--- config.mk ---
export PLATFORM = sky130hd
export DESIGN_NAME = mdu_hilo
export DESIGN_NICKNAME = d
export VERILOG_FILES = /design/src/rtl/mdu_pkg.sv /design/src/rtl/mdu_iter.sv /design/src/rtl/mdu_hilo.sv
export SDC_FILE = /design/constraint.sdc
export NUM_CORES = 1
export LEC_CHECK = 0
export ABC_AREA = 1
export CAP_MARGIN = 10
export CORE_MARGIN = 4
export CORE_UTILIZATION = 30
export DETAILED_ROUTE_END_ITERATION = 12
export GPL_TIMING_DRIVEN = 1
export PLACE_DENSITY = 0.6
export SETUP_SLACK_MARGIN = 0.3
export SLEW_MARGIN = 20
export SYNTH_ARGS = -nofsm -noshare
export SYNTH_HDL_FRONTEND = slang
export SYNTH_HIERARCHICAL = 1
export SYNTH_SLANG_ARGS = --single-unit
--- constraint.sdc ---
create_clock -name clk -period 3.4 [get_ports clk]
set_input_delay 0.68 -clock clk [delete_from_list [all_inputs] [get_ports clk]]
set_output_delay 0.68 -clock clk [all_outputs]
set_load 0.01 [all_outputs]
--- src/rtl/mdu_pkg.sv ---
// Shared definitions for the HI/LO multiply/divide unit: op encodings,
// FSM state enumeration and the default operand width.
package mdu_pkg;

    localparam int WIDTH_DEFAULT = 32;

    localparam logic [2:0] OP_MULT  = 3'd0;
    localparam logic [2:0] OP_MULTU = 3'd1;
    localparam logic [2:0] OP_DIV   = 3'd2;
    localparam logic [2:0] OP_DIVU  = 3'd3;
    localparam logic [2:0] OP_MTHI  = 3'd4;
    localparam logic [2:0] OP_MTLO  = 3'd5;

    typedef enum logic [1:0] {
        ST_IDLE   = 2'd0,
        ST_RUN    = 2'd1,
        ST_FINISH = 2'd2
    } state_e;

endpackage

--- src/rtl/mdu_iter.sv ---
// One shift-add multiply step or one restoring-divide step on magnitudes.
// Purely combinational; no flow control.
// Multiply: {acc,low} is the product shifting right, low[0] is the current multiplier bit.
module mdu_iter #(
    parameter int WIDTH = 32
) (
    input  logic             is_div_i,
    input  logic [WIDTH-1:0] acc_i,
    input  logic [WIDTH-1:0] low_i,
    input  logic [WIDTH-1:0] opnd_i,
    output logic [WIDTH-1:0] acc_o,
    output logic [WIDTH-1:0] low_o
);

    logic [WIDTH-1:0] addend;
    logic [WIDTH:0]   sum;
    logic [WIDTH:0]   rem_sh;
    logic [WIDTH-1:0] diff;
    logic             fits;

    always_comb begin
        addend = low_i[0] ? opnd_i : '0;
        sum    = {1'b0, acc_i} + {1'b0, addend};
        rem_sh = {acc_i, low_i[WIDTH-1]};
        fits   = rem_sh >= {1'b0, opnd_i};
        // Only the low bits matter: when the divisor fits, the true difference is below it.
        diff   = rem_sh[WIDTH-1:0] - opnd_i;

        if (is_div_i) begin
            acc_o = fits ? diff : rem_sh[WIDTH-1:0];
            low_o = {low_i[WIDTH-2:0], fits};
        end else begin
            acc_o = sum[WIDTH:1];
            low_o = {sum[0], low_i[WIDTH-1:1]};
        end
    end

endmodule

--- src/rtl/mdu_hilo.sv ---
// Iterative MULT/MULTU/DIV/DIVU unit owning HI/LO; MTHI/MTLO write directly.
// Latency: busy for WIDTH+1 cycles, done pulses as busy falls; starts while busy are dropped.
module mdu_hilo
    import mdu_pkg::*;
#(
    parameter int WIDTH = WIDTH_DEFAULT
) (
    input  logic             clk,
    input  logic             reset,
    input  logic             start,
    input  logic [2:0]       op,
    input  logic [WIDTH-1:0] a,
    input  logic [WIDTH-1:0] b,
    input  logic             cancel,
    output logic             busy,
    output logic             done,
    output logic [WIDTH-1:0] hi,
    output logic [WIDTH-1:0] lo
);

    localparam int CW = (WIDTH > 1) ? $clog2(WIDTH) : 1;

    state_e           state_q;
    logic [CW-1:0]    cnt_q;
    logic [WIDTH-1:0] acc_q, low_q, opnd_q;
    logic [WIDTH-1:0] hi_q, lo_q;
    logic             is_div_q, neg_res_q, neg_rem_q, div0_q;
    logic             busy_q, done_q;

    logic             op_arith, op_signed, op_div, a_neg, b_neg;
    logic [WIDTH-1:0] a_mag, b_mag;
    logic [WIDTH-1:0] acc_nx, low_nx;
    logic [2*WIDTH-1:0] prod;
    logic [WIDTH-1:0] res_hi_d, res_lo_d;

    always_comb begin
        op_arith  = (op == OP_MULT) || (op == OP_MULTU) || (op == OP_DIV) || (op == OP_DIVU);
        op_signed = (op == OP_MULT) || (op == OP_DIV);
        op_div    = (op == OP_DIV) || (op == OP_DIVU);
        a_neg     = op_signed & a[WIDTH-1];
        b_neg     = op_signed & b[WIDTH-1];
        a_mag     = a_neg ? -a : a;
        b_mag     = b_neg ? -b : b;
    end

    mdu_iter #(.WIDTH(WIDTH)) u_iter (
        .is_div_i (is_div_q),
        .acc_i    (acc_q),
        .low_i    (low_q),
        .opnd_i   (opnd_q),
        .acc_o    (acc_nx),
        .low_o    (low_nx)
    );

    // Sign correction of the final iteration's magnitude result.
    always_comb begin
        prod     = {acc_nx, low_nx};
        res_hi_d = acc_nx;
        res_lo_d = low_nx;
        if (!is_div_q) begin
            if (neg_res_q) begin
                prod = -prod;
            end
            res_hi_d = prod[2*WIDTH-1:WIDTH];
            res_lo_d = prod[WIDTH-1:0];
        end else begin
            if (neg_rem_q) begin
                res_hi_d = -acc_nx;
            end
            if (div0_q) begin
                res_lo_d = '1;
            end else if (neg_res_q) begin
                res_lo_d = -low_nx;
            end
        end
    end

    always_ff @(posedge clk or negedge reset) begin
        if (!reset) begin
            state_q   <= ST_IDLE;
            cnt_q     <= '0;
            acc_q     <= '0;
            low_q     <= '0;
            opnd_q    <= '0;
            hi_q      <= '0;
            lo_q      <= '0;
            is_div_q  <= 1'b0;
            neg_res_q <= 1'b0;
            neg_rem_q <= 1'b0;
            div0_q    <= 1'b0;
            busy_q    <= 1'b0;
            done_q    <= 1'b0;
        end else begin
            done_q <= 1'b0;
            case (state_q)
                ST_IDLE: begin
                    if (start && !cancel) begin
                        if (op_arith) begin
                            acc_q     <= '0;
                            low_q     <= op_div ? a_mag : b_mag;
                            opnd_q    <= op_div ? b_mag : a_mag;
                            is_div_q  <= op_div;
                            neg_res_q <= a_neg ^ b_neg;
                            neg_rem_q <= a_neg;
                            div0_q    <= op_div && (b == '0);
                            cnt_q     <= '0;
                            busy_q    <= 1'b1;
                            state_q   <= ST_RUN;
                        end else if (op == OP_MTHI) begin
                            hi_q <= a;
                        end else if (op == OP_MTLO) begin
                            lo_q <= a;
                        end
                    end
                end
                ST_RUN: begin
                    if (cancel) begin
                        busy_q  <= 1'b0;
                        state_q <= ST_IDLE;
                    end else if (cnt_q == CW'(WIDTH - 1)) begin
                        acc_q   <= res_hi_d;
                        low_q   <= res_lo_d;
                        state_q <= ST_FINISH;
                    end else begin
                        acc_q <= acc_nx;
                        low_q <= low_nx;
                        cnt_q <= cnt_q + 1'b1;
                    end
                end
                ST_FINISH: begin
                    if (!cancel) begin
                        hi_q   <= acc_q;
                        lo_q   <= low_q;
                        done_q <= 1'b1;
                    end
                    busy_q  <= 1'b0;
                    state_q <= ST_IDLE;
                end
                default: begin
                    busy_q  <= 1'b0;
                    state_q <= ST_IDLE;
                end
            endcase
        end
    end

    assign busy = busy_q;
    assign done = done_q;
    assign hi   = hi_q;
    assign lo   = lo_q;

endmodule

==> results of run 1 <==
cells in the final DEF, fill, tap and decap left out, drive strengths merged, types with 3 or more instances in the layout:
cell,synthesis,layout
inv,416,419
clkinv,5,10
a21oi,122,122
or2,11,11
nand3,298,298
nand4,51,51
nor3,33,33
nor4,4,4
clkinvlp,0,3
xnor2,22,22
xor2,47,47
a21o,5,5
nor2,271,271
o31ai,4,4
nand3b,36,36
o21bai,10,10
o221ai,3,3
buf,54,586
a31oi,6,6
o21ai,170,170
and2,4,4
nand2,1101,1101
o21a,4,4
mux2,64,64
o211ai,11,11
a22oi,12,12
dfrtp,173,173
ha,70,70
o22ai,8,8
clkbuf,37,20
clkdlybuf4s50,0,135
state kept, by name, indices dropped and copies added, names as in the netlist:
signal     cells
done           1
opnd_q        32
cnt_q          5
neg_res_q      1
neg_rem_q      1
low_q         32
state_q        2
lo            32
div0_q         1
busy           1
hi            32
acc_q         32
is_div_q       1
through the flow:
stage	cell area, sq um	instances	setup slack (ps)
after floorplan	18600	3062	289
after global placement	24500	4403	-458
after detailed placement	24500	4403	-516
after CTS	26600	4470	-81.0
after global routing	28200	4507	-349
final	28200	4507	-145
kinds of logic (layout without fill, tap and decap cells):
kind of cell | count (synthesis) | after routing | synth area share (%)
and+or+nand+nor | 1811 | 1811 | 42.4
buffers and inverters | 512 | 1175 | 11.0
AOI/OAI and AO/OA | 361 | 361 | 10.9
DFF | 173 | 173 | 23.5
adders and majority gates | 72 | 72 | 4.97
xor gates and xnor gates | 69 | 69 | 3.28
muxes | 64 | 64 | 3.91
worst paths after layout:
check,to,start,depth (start not counted),slack (ps)
max,acc_q[26],low_q[0],26,-140
min,lo[10],reset,1,180
max reg2reg,acc_q[26],low_q[0],26,-140
min reg2reg,lo[8],lo[8],1,500
max in group asynchronous,acc_q[5],reset,2,2490
min in group clk,lo[8],lo[8],1,500
routing by layer:
metal	global-route usage [%]	vias to the layer above	routed length, um
met2	43.6	1024	42200
li1	-	11100	-
met4	12.2	4	5300
met5	0	-	23
met1	38.2	11100	41600
met3	4.75	223	7350
final cells by class:
cell class                 instances  share of cell area, %
inverter                         421                   5.64
timing repair buffer             722                   21.5
clock buffer                      19                   1.57
clock inverter                    13                  0.559
sequential                       173                   15.4
multi-input combinational       2377                   51.8
tap                              782                   3.47
power groups by stage:
stage | sequential, uW | clock (uW) | combinational (uW)
after global routing | 4040 | 2200 | 29100
after floorplan | 3740 | 0 | 10700
after CTS | 3940 | 2120 | 24400
after detailed placement | 3880 | 0 | 21500
after global placement | 3870 | 0 | 21600
final | 3950 | 2100 | 27300
timing repair:
| action | CTS | global route |
|---|---|---|
| gates resized for setup | 306 | 350 |
| setup buffers | 35 | 36 |
| setup endpoints to repair | 61 | 56 |
| pin swaps | 62 | 120 |
| cloned | 0 | 1 |
| hold buffers | 0 | 0 |
==> impl_metrics.yaml, run 1 <==
synth:
  ys_types: 59
  synth_edf_count: 0
  ys_warn_count: 6
  yosysSeqAreaShare_pct: 23.5
  syn_inst: 3062
  synth_ff_type: "dfrtp_1"
  synth.largest_area_cell: "dfrtp_1"
  synth_top_area_share_pct: 23.5
  synth-seq-cells: 173
  netlist_top_cells_area: "dfrtp_1 (23%), nand2_1 (22%), inv_1 (8.0%)"
  synthArstFlopShare_pct: 100
  netlist_area_sq_um: 18400
  yosys.cell_count.top_type: "nand2_1"
  synth_top_cells_by_count: "nand2_1 (1084), inv_1 (395), nand3_1 (281)"
  syn_nets: 3205
  avgSynthCellArea_sq_um: 6.02
worst_setup_path:
  critPathArrivalTime_ps: 3890
  crit_path_end_kind: "flop"
  cp_top_family: "simple AND/OR/NAND/NOR gates"
  crit_slowest_cell: "dfrtp_2"
  cp.required_ps: 3750
  max_stage_delay_ps: 470
  cpMostUsedCell: "nand2_1"
  cp_max_fo: 6
  worstSetupStartpointType: "flop"
  crit_buf_inv: 7
  worst-setup-path-type: "reg -> reg"
placed_design:
  port-buffer-count: 136
  place.gp.congestion: 1.03
  dp_hpwl_um: 78800
power:
  p_comb_share_pct: 81.9
  power_leakage_uw: 0.0139
  p_sw_share_pct: 51.2
  powerDensity_nw_per_um2: 1180
  clockPowerShare_pct: 6.3
  p_sw_uw: 17100
  p_int_uw: 16300
  max-vdd-ir-drop_mv: 0.646
  power.total_uw: 33400
  power.share.sequential_pct: 11.8
timing:
  max_slew_margin_pct: 55.9
  finalSetupViolCount: 19
  totalNegativeSetupSlack_ps: -1420
  finalCriticalPeriod_ps: 3540
  finClkSkew_ps: 16.0
  post-route-period-util_pct: 104
  holdWs_ps: 181
  slew_violations: 0
  setup_ws_ps: -145
  worst_slew_pin_slew_ps: 655
  rsz0062_at_grt: "true"
  max_freq_mhz: 282
  hold_violations: 0
detailed_routing:
  via_per_inst: 5.20
  drt_drc_violations_left: 0
  route.detailed.wl_per_inst_um: 21.4
  drt_wl_total_um: 96500
  drt_pre_antenna_iters: 5
  postRouteAntennaNets: 0
  vias: 23500
  drt-initial-drc-count: 2444
floorplan:
  dieHeight_um: 256
  boundaryPins: 137
  dieArea_sq_um: 65500
  fp.dieW_um: 256
  initial_core_util_pct: 30.4
  fp.coreArea_sq_um: 60600
  rows: 90
global_routing:
  grt_usage_pct: 28.0
  grt_pass1_vias: 22000
  grt_max_degree: 59
  antenna_found_initial: 2
  grt_pass1_wl_um: 140000
  gr-total-overflow: 0
layout:
  n_fill_cell: 6206
  multiInputGateArea_sq_um: 14600
  utilization_pct: 46.6
  regArea_sq_um: 4360
  antenna_cells: 0
  drive_gt1_share_pct: 32.9
  fin_nets: 3855
  syn_to_final_growth_pct: 53.0
clock_network:
  cts_tree: "done"
  clk_pin_slew_ps: 70
  cts_buffers: 17
  clk_latency_ps: 480
  clockBufferDepth: 2
  cts_max_level: 4
  cts_num_sinks: 173
  cts_root_buf: "clkbuf_16"
job:
  cap_viol_max_count: 0
outcome:
  failed_checks: "setup timing"
  status: "finished, violations left"
hold_path:
  hp-class: "in -> async"
No activity file was read; power rests on OpenSTA's default activity.
==> run 2: changes to the inputs <==
- ABC_CLOCK_PERIOD_IN_PS: default -> 3400
- CORE_ASPECT_RATIO: default -> 0.6
- MAX_ROUTING_LAYER: default -> met4
==> impl_metrics.yaml, run 2 (synthesized netlist as in run 1, its figures left out) <==
outcome:
  status: "finished, violations left"
  failed_checks: "setup timing"
timing:
  totalNegativeSetupSlack_ps: -7410
  post-route-period-util_pct: 112
  finalSetupViolCount: 30
  slew_violations: 0
  worst_slew_pin_slew_ps: 831
  holdWs_ps: 232
  hold_violations: 0
  max_freq_mhz: 261
  setup_ws_ps: -424
  finClkSkew_ps: 23.9
  rsz0062_at_grt: "true"
  max_slew_margin_pct: 44.6
  finalCriticalPeriod_ps: 3820
floorplan:
  boundaryPins: 137
  rows: 70
  fp.coreArea_sq_um: 60900
  dieHeight_um: 200
  fp.dieW_um: 328
  dieArea_sq_um: 65600
  initial_core_util_pct: 30.3
detailed_routing:
  drt_wl_total_um: 106000
  drt_pre_antenna_iters: 7
  drt_drc_violations_left: 0
  via_per_inst: 5.24
  vias: 24600
  drt-initial-drc-count: 3180
  postRouteAntennaNets: 0
  route.detailed.wl_per_inst_um: 22.6
global_routing:
  grt_max_degree: 66
  antenna_found_initial: 2
  grt_usage_pct: 31.9
  grt_pass1_wl_um: 148000
  gr-total-overflow: 0
  grt_pass1_vias: 21700
worst_setup_path:
  cp.required_ps: 3750
  max_stage_delay_ps: 470
  critPathArrivalTime_ps: 4180
  worst-setup-path-type: "reg -> reg"
  cpMostUsedCell: "nand2_1"
  crit_path_end_kind: "flop"
  worstSetupStartpointType: "flop"
  cp_max_fo: 7
  r2r_slack_ps: -420
  crit_slowest_cell: "dfrtp_2"
hold_path:
  hp-class: "in -> async"
layout:
  fin_nets: 4002
  drive_gt1_share_pct: 36.0
  fin_cells: 4702
  syn_to_final_growth_pct: 61.5
  layout_commonest_cell: "nand2_1"
  n_fill_cell: 6118
  final_cell_mix: "nand2_1 (939), buf_4 (663), inv_1 (337), nand3_1 (212), nor2_1 (184)"
  utilization_pct: 48.9
power:
  p_int_uw: 17400
  p_comb_share_pct: 83.1
  clockPowerShare_pct: 6.1
  power_leakage_uw: 0.0148
  p_sw_share_pct: 51.6
  max-vdd-ir-drop_mv: 0.702
  power.share.sequential_pct: 10.7
  powerDensity_nw_per_um2: 1210
  p_sw_uw: 18600
clock_network:
  cts_max_level: 4
  clk_pin_slew_ps: 100
  cts_root_buf: "clkbuf_16"
  clk_latency_ps: 480
  cts_buffers: 17
  clockBufferDepth: 2
  cts_tree: "done"
  cts_num_sinks: 173
placed_design:
  place.gp.congestion: 1.11
  port-buffer-count: 136
  dp_hpwl_um: 86000
  place_inst: 4553
job:
  cap_viol_max_count: 0
run 2: timing repair:
item                       CTS  global route
pin swaps                   60           189
setup endpoints to repair   63            61
setup buffers               38            73
hold buffers                 0             0
gates resized for setup    283           423
gates cloned                 2             2
run 2: cell type report:
type,instances,area [sq um],share of cell area (%)
inverter,421,1600,5.37
antenna,2,5.00,0.0168
tap,828,1040,3.48
multi-input combinational,2378,14800,49.7
clock inverter,15,200,0.672
timing repair buffer,868,7360,24.7
sequential,173,4350,14.6
clock buffer,17,425,1.43
run 2: final timing paths:
| check | start | to | cells after the start |
|---|---|---|---|
| worst max-delay path | low_q[0] | acc_q[24] | 28 |
| worst min-delay path | reset | opnd_q[20] | 1 |
| worst max register to register | low_q[0] | acc_q[24] | 28 |
| worst min register to register | lo[9] | lo[9] | 1 |
| max in group asynchronous | reset | opnd_q[9] | 2 |
| min in group clk | lo[9] | lo[9] | 1 |
run 2: power groups by stage:
stage          sequential (uW)  clock, uW  combinational, uW
5_1_grt                   3940       2320              31600
2_1_floorplan             3740          0              10700
3_5_place_dp              3770          0              22700
4_1_cts                   3810       2230              25600
3_3_place_gp              3760          0              22800
6_report                  3870       2210              29900
run 2: layer usage:
layer / GRT usage, % / vias to the layer above / part of all wire (%)
met5: - / - / 0
met4: 5.90 / 0 / 1.8
met3: 16.5 / 109 / 16
met2: 36.3 / 1422 / 35
met1: 47.6 / 11600 / 47
li1: - / 11500 / -
run 2: through the flow:
stage	setup slack, ps	total power (uW)	instance area [sq um]
after detailed placement	-836	26500	25400
after floorplan	289	14400	18600
after CTS	-296	31600	27600
final	-424	36000	29800
after global placement	-889	26500	25400
after global routing	-526	37900	29800
run 2: worst max-delay path, delay by kind of cell, from the launching register on:
kind	cells	cell delay, ps
AND/OR/NAND/NOR	21	2060
buffers and inverters	6	870
adder cells (fa/ha/maj)	1	300
flip-flops	1	470
